`src/rtl/load_store_unit_pkg.sv`:
```
// Shared definitions for the load/store unit: FSM encoding, access-size codes
// and the default memory-timeout depth.
package load_store_unit_pkg;

  typedef enum logic [1:0] {
    ST_IDLE = 2'd0,
    ST_WAIT = 2'd1,
    ST_DONE = 2'd2
  } lsu_state_e;

  // funct3[1:0] selects the access size, funct3[2] marks an unsigned load
  localparam logic [1:0] SZ_B = 2'b00;
  localparam logic [1:0] SZ_H = 2'b01;
  localparam logic [1:0] SZ_W = 2'b10;
  localparam logic [1:0] SZ_D = 2'b11;
  localparam int         F3_UNSIGNED_BIT = 2;
  localparam logic [2:0] F3_LOAD_ILLEGAL = 3'b111;

  localparam int MEM_TIMEOUT_DEF = 255;

  function automatic logic [7:0] size_lanes(input logic [1:0] sz);
    case (sz)
      SZ_B:    size_lanes = 8'h01;
      SZ_H:    size_lanes = 8'h03;
      SZ_W:    size_lanes = 8'h0F;
      default: size_lanes = 8'hFF;
    endcase
  endfunction

endpackage

```
`src/rtl/lsu_align.sv`:
```
// Combinational byte-lane alignment: store data shift, write strobes,
// misalignment detection and load extract/extend.
module lsu_align
  import load_store_unit_pkg::*;
(
  input  logic [2:0]  req_off,
  input  logic [2:0]  req_funct3,
  input  logic [63:0] req_wdata,
  output logic [63:0] st_wdata,
  output logic [7:0]  strb,
  output logic        misalign,
  input  logic [2:0]  ld_off,
  input  logic [2:0]  ld_funct3,
  input  logic [63:0] ld_rdata,
  output logic [63:0] ld_data
);

  logic [63:0] ld_sh;
  logic        ld_uns;

  always_comb begin
    st_wdata = req_wdata << {req_off, 3'b000};
    strb     = size_lanes(req_funct3[1:0]) << req_off;

    case (req_funct3[1:0])
      SZ_B:    misalign = 1'b0;
      SZ_H:    misalign = req_off[0];
      SZ_W:    misalign = |req_off[1:0];
      default: misalign = |req_off;
    endcase

    ld_sh  = ld_rdata >> {ld_off, 3'b000};
    ld_uns = ld_funct3[F3_UNSIGNED_BIT];
    case (ld_funct3[1:0])
      SZ_B:    ld_data = ld_uns ? {56'd0, ld_sh[7:0]}  : 64'($signed(ld_sh[7:0]));
      SZ_H:    ld_data = ld_uns ? {48'd0, ld_sh[15:0]} : 64'($signed(ld_sh[15:0]));
      SZ_W:    ld_data = ld_uns ? {32'd0, ld_sh[31:0]} : 64'($signed(ld_sh[31:0]));
      default: ld_data = ld_sh;
    endcase
  end

endmodule

```
`src/rtl/load_store_unit.sv`:
```
// Load/store unit: accepts one core access at a time, issues a single aligned
// memory transaction, and returns the extended load result for one DONE cycle.
module load_store_unit
  import load_store_unit_pkg::*;
#(
  parameter int MEM_TIMEOUT = MEM_TIMEOUT_DEF
) (
  input  logic        i_clk,
  input  logic        i_rst,
  input  logic        i_ren,
  input  logic        i_wen,
  input  logic [63:0] i_addr,
  input  logic [63:0] i_wdata,
  input  logic [2:0]  i_funct3,
  output logic [63:0] o_rdata,
  output logic        o_stall,
  output logic        o_fault,
  output logic        o_mem_req,
  output logic        o_mem_we,
  output logic [63:0] o_mem_addr,
  output logic [63:0] o_mem_wdata,
  output logic [7:0]  o_mem_wstrb,
  input  logic        i_mem_ack,
  input  logic [63:0] i_mem_rdata
);

  localparam int               CNT_W  = $clog2(MEM_TIMEOUT + 1);
  localparam logic [CNT_W-1:0] TO_VAL = CNT_W'(MEM_TIMEOUT);

  lsu_state_e       state_q, state_nxt;
  logic [CNT_W-1:0] cnt_q, cnt_inc;
  logic             fault_q;
  logic [63:0]      rdata_q;
  logic [2:0]       funct3_q;
  logic [2:0]       off_q;

  logic [63:0] st_wdata;
  logic [7:0]  strb;
  logic        misalign;
  logic [63:0] ld_data;
  logic        req_any, req_bad, timeout_hit;

  lsu_align u_align (
    .req_off    (i_addr[2:0]),
    .req_funct3 (i_funct3),
    .req_wdata  (i_wdata),
    .st_wdata   (st_wdata),
    .strb       (strb),
    .misalign   (misalign),
    .ld_off     (off_q),
    .ld_funct3  (funct3_q),
    .ld_rdata   (i_mem_rdata),
    .ld_data    (ld_data)
  );

  always_comb begin
    req_any     = i_ren | i_wen;
    req_bad     = (i_ren & i_wen)
                | (i_ren & (i_funct3 == F3_LOAD_ILLEGAL))
                | (i_wen & i_funct3[F3_UNSIGNED_BIT])
                | misalign;
    cnt_inc     = cnt_q + CNT_W'(1);
    timeout_hit = 1'b0;
    state_nxt   = state_q;
    o_stall     = 1'b0;

    case (state_q)
      ST_IDLE: begin
        if (req_any) begin
          o_stall   = 1'b1;
          state_nxt = req_bad ? ST_DONE : ST_WAIT;
        end
      end
      ST_WAIT: begin
        o_stall = 1'b1;
        if (i_mem_ack) begin
          state_nxt = ST_DONE;
        end else if (cnt_inc == TO_VAL) begin
          timeout_hit = 1'b1;
          state_nxt   = ST_DONE;
        end
      end
      ST_DONE: state_nxt = ST_IDLE;
      default: state_nxt = ST_IDLE;
    endcase

    if (i_rst) o_stall = 1'b0;
  end

  always_ff @(posedge i_clk) begin
    if (i_rst) begin
      state_q     <= ST_IDLE;
      cnt_q       <= '0;
      fault_q     <= 1'b0;
      rdata_q     <= '0;
      funct3_q    <= '0;
      off_q       <= '0;
      o_mem_req   <= 1'b0;
      o_mem_we    <= 1'b0;
      o_mem_addr  <= '0;
      o_mem_wdata <= '0;
      o_mem_wstrb <= '0;
    end else begin
      state_q <= state_nxt;
      case (state_q)
        ST_IDLE: begin
          cnt_q <= '0;
          if (req_any) begin
            // invalid requests still latch fields but never reach memory
            fault_q     <= req_bad;
            o_mem_req   <= ~req_bad;
            o_mem_we    <= i_wen;
            o_mem_addr  <= {i_addr[63:3], 3'b000};
            o_mem_wdata <= st_wdata;
            o_mem_wstrb <= strb;
            funct3_q    <= i_funct3;
            off_q       <= i_addr[2:0];
            rdata_q     <= '0;
          end
        end
        ST_WAIT: begin
          if (i_mem_ack) begin
            o_mem_req <= 1'b0;
            rdata_q   <= o_mem_we ? '0 : ld_data;
          end else if (timeout_hit) begin
            o_mem_req <= 1'b0;
            fault_q   <= 1'b1;
          end else begin
            cnt_q <= cnt_inc;
          end
        end
        default: ;
      endcase
    end
  end

  assign o_rdata = (state_q == ST_DONE && !fault_q) ? rdata_q : '0;
  assign o_fault = (state_q == ST_DONE) & fault_q;

endmodule

```
`config.mk`:
```
export PLATFORM = sky130hd
export DESIGN_NAME = load_store_unit
export DESIGN_NICKNAME = d
export VERILOG_FILES = /design/src/rtl/load_store_unit_pkg.sv /design/src/rtl/lsu_align.sv /design/src/rtl/load_store_unit.sv
export SDC_FILE = /design/constraint.sdc
export NUM_CORES = 1
export LEC_CHECK = 0
export ABC_AREA = 1
export BUFFER_PORTS_ARGS = -buffer_cell sky130_fd_sc_hd__buf_4
export CORE_ASPECT_RATIO = 1.75
export CORE_MARGIN = 2
export CORE_UTILIZATION = 30
export DETAILED_ROUTE_END_ITERATION = 8
export GPL_TIMING_DRIVEN = 1
export PLACE_DENSITY_LB_ADDON = 0.15
export SYNTH_ARGS = -nofsm -noshare
export SYNTH_HDL_FRONTEND = slang
export SYNTH_SLANG_ARGS = --single-unit
```
`constraint.sdc`:
```
create_clock -name i_clk -period 2.3 [get_ports i_clk]
set_clock_uncertainty 0.1 [all_clocks]
set_input_delay 0 -clock i_clk [delete_from_list [all_inputs] [get_ports i_clk]]
set_output_delay 0 -clock i_clk [all_outputs]
set_load 0.02 [all_outputs]
```
==> impl_metrics.env <==
export IMPL_fin_crit_ns=2.20
export IMPL_worstSetupPathType="reg2reg"
export IMPL_overflow=0
export IMPL_critPathRequiredTime_ns=2.67
export IMPL_ys_warn_count=0
export IMPL_path_clk_slew_ns=0.06
export IMPL_clkSinkCount=216
export IMPL_grt_max_degree=127
export IMPL_synthToLayoutAreaGrowth_pct=51.8
export IMPL_fp_dieW_um=155
export IMPL_p_leak_nw=8.18
export IMPL_muxShareOfSynthArea_pct=1.34
export IMPL_drc_errors=0
export IMPL_numCtsBuffers=23
export IMPL_drtAntennaViolNets=0
export IMPL_vdd_drop_max_uv=610
export IMPL_synthFlopType="dfxtp_1"
export IMPL_synthSimpleGateAreaFrac_pct=28.7
export IMPL_holdWs_ns=-0.00378
export IMPL_clock_root_buffer="clkbuf_16"
export IMPL_rows=96
export IMPL_start_kind="flip-flop"
export IMPL_hold_viol_final=1
export IMPL_synthXorXnorAreaFrac_pct=0.0730
export IMPL_dp_hpwl_mm=40.5
export IMPL_drv_cap=0
export IMPL_yosysSeqAreaShare_pct=36.0
export IMPL_postSynthAreaPerCell_um2=6.42
export IMPL_wirelength_mm=55.1
export IMPL_final_cells=2902
export IMPL_synthAdderAreaFrac_pct=0.209
export IMPL_hold_path_depth=7
export IMPL_finalSetupViolCount=0
export IMPL_finalCritPeriodShare_pct=95.5
export IMPL_avgViaCountPerCell=5.01
export IMPL_cts_tree="built"
export IMPL_yosys_area_top_type_share_pct=36.0
export IMPL_syn_inst=1869
export IMPL_die_y_um=269
export IMPL_regArea_um2=4330
export IMPL_max_stage_delay_ns=0.60
export IMPL_yosysUniqueCellTypes=50
export IMPL_slew_headroom_pct=52.6
export IMPL_clk_path_buf_depth=3
export IMPL_r2r_cells=11
export IMPL_end_kind="flip-flop"
export IMPL_wl_per_cell_um=19.0
export IMPL_max_slew_worst_pin_slew_ns=0.704
export IMPL_dieArea_um2=41700
export IMPL_vias=14500
export IMPL_htreeDepth=1
export IMPL_grt_pass1_wl_mm=83.0
export IMPL_fmax_mhz=455
export IMPL_async_reset_ff_share_pct=0
export IMPL_critPathMaxFanout=21
export IMPL_status="complete, but fails checks"
export IMPL_post_route_util_pct=46.4
export IMPL_fin_nets=2597
export IMPL_finalMaxSlewViolations=0
export IMPL_synth_top_family_by_area="simple AND/OR/NAND/NOR gates"
export IMPL_grt_pass1_vias=14900
export IMPL_clk_latency_ns=0.53
export IMPL_antenna_found_initial=2
export IMPL_synth_compound_area_share_pct=22.7
export IMPL_fp_coreArea_um2=39300
export IMPL_violations="negative hold slack"
export IMPL_grt_total_usage_pct=25.8
export IMPL_yosys_top_cells_area="dfxtp_1 36%, nand2_1 14%, nor2_1 8.2%"
export IMPL_ys_ff_latch=216
export IMPL_cpMaxStageDelayCell="dlygate4sd3_1"
export IMPL_powerDensity_nw_per_um2=649
export IMPL_crit_top_cell="nand2_1"
export IMPL_drtPass1Iterations=5
export IMPL_num_fill_cells=4125
export IMPL_syn_area_um2=12000
export IMPL_synth_edff_count=0
export IMPL_crit_path_cell_trace="inv_4, nand2_1, nor2_4, nand2_4, buf_12, a21oi_1, o21ai_0, dlygate4sd3_1, nand3_1, nand2_1, inv_1"
export IMPL_dp_cells=2669
export IMPL_io_pins=404
export IMPL_drive_above_1_share_pct=22.6
export IMPL_start_util_pct=30.5
export IMPL_gp_congestion=0.901
export IMPL_hp_class="in2reg"
export IMPL_drtIter0Drc=767
export IMPL_portBuffers=400
export IMPL_rsz0062_at_grt="yes"
export IMPL_multi_input_area_um2=6400
export IMPL_yosysTopAreaCell="dfxtp_1"
export IMPL_arrival_ns=2.57
==> state kept, by name, indices dropped and copies added (netlist names) <==
register and flops:
cnt_q 8, fault_q 1, funct3_q 3, o_mem_addr 61
o_mem_req 1, o_mem_wdata 64, o_mem_we 1, o_mem_wstrb 8
off_q 3, rdata_q 64, state_q 2
==> cell families after synthesis <==
| kind of cell | after synthesis |
|---|---|
| compound gates | 487 |
| mux | 16 |
| simple gates | 850 |
| flops | 216 |
| other cells | 1 |
| buf+inv | 296 |
| xor+xnor | 1 |
| fa+ha+maj | 2 |
==> metal layers <==
layer / track usage [%] / share of wire (%) / vias up
met3: 4.63 / 5.7 / 168
li1: - / - / 7131
met5: 0 / 0.020 / -
met1: 24.7 / 34 / 6711
met4: 18.3 / 8.2 / 2
met2: 49.2 / 52 / 521
==> path summary, 6_finish.rpt <==
kind                   start         endpoint  slack (ns)
max               state_q[1]  o_mem_wdata[56]        0.10
min          i_mem_rdata[22]      rdata_q[14]      -0.004
max reg2reg       state_q[1]  o_mem_wdata[56]        0.10
min reg2reg      rdata_q[36]      rdata_q[36]        0.36
==> cell usage after synthesis (11+ instances only) <==
master    count
nand2_1     460
dfxtp_1     216
buf_2        43
nand3_1      94
nor2_1      261
o21ai_1      47
a31oi_1      12
clkbuf_1     66
mux2i_1      16
a21oi_1     167
o21ai_0     167
a22oi_1      26
buf_6        11
o211ai_1     20
buf_4        14
inv_1       142
==> metrics by stage <==
stage	cell area, um2	total power [W]	setup WS [ns]	TNS [ns]	hold slack [ns]
after global placement	15500	0.00765	0.339	0	0.121
after detailed placement	15500	0.00766	0.305	0	0.128
after global routing	18200	0.0124	-0.00836	-0.0176	0.0356
after CTS	18100	0.0119	0.0266	0	0.00339
final	18200	0.0118	0.103	0	-0.00378
after floorplan	12000	0.00617	0.599	0	0.0349
==> final cells by class <==
| type | instances | area share, % |
|---|---|---|
| diodes | 1 | 0.0137 |
| clock buffers | 25 | 3.26 |
| clock inverters | 16 | 0.969 |
| inverters | 152 | 3.22 |
| multi-input cells | 1359 | 35.1 |
| flip-flops and latches | 216 | 23.8 |
| well taps | 490 | 3.37 |
| repair buffers | 643 | 30.2 |
==> worst max-delay path: cells and delay by family (launching register included) <==
family | cells | cell delay [ns]
flops | 1 | 0.35
simple gates | 5 | 0.54
buf+inv | 4 | 0.95
compound gates | 2 | 0.22
==> placed cells by master, fill, tap and decap left out, types with 12 or more instances in the layout <==
master	n
nand2_1	459
buf_4	436
nor2_1	261
dfxtp_1	212
dlygate4sd3_1	190
a21oi_1	167
o21ai_0	166
inv_1	141
nand3_1	92
o21ai_1	48
a22oi_1	26
clkbuf_16	23
o211ai_1	20
mux2i_1	16
buf_12	16
a31oi_1	12
==> report_power, final <==
part / internal [W] / total, W / switching (W)
clock: 0.00222 / 0.00391 / 0.00169
sequential: 0.00400 / 0.00417 / 0.000162
combinational: 0.00148 / 0.00375 / 0.00227
total: 0.00771 / 0.0118 / 0.00412
==> repair_timing <==
action | 4_1_cts | 5_1_grt
gates resized for setup | 0 | 20
endpoints found under the setup margin | 0 | 17
setup buffers | 0 | 1
hold buffers | 190 | 0
endpoints found under the hold margin | 205 | 0
(Power assumes the default switching activity.)
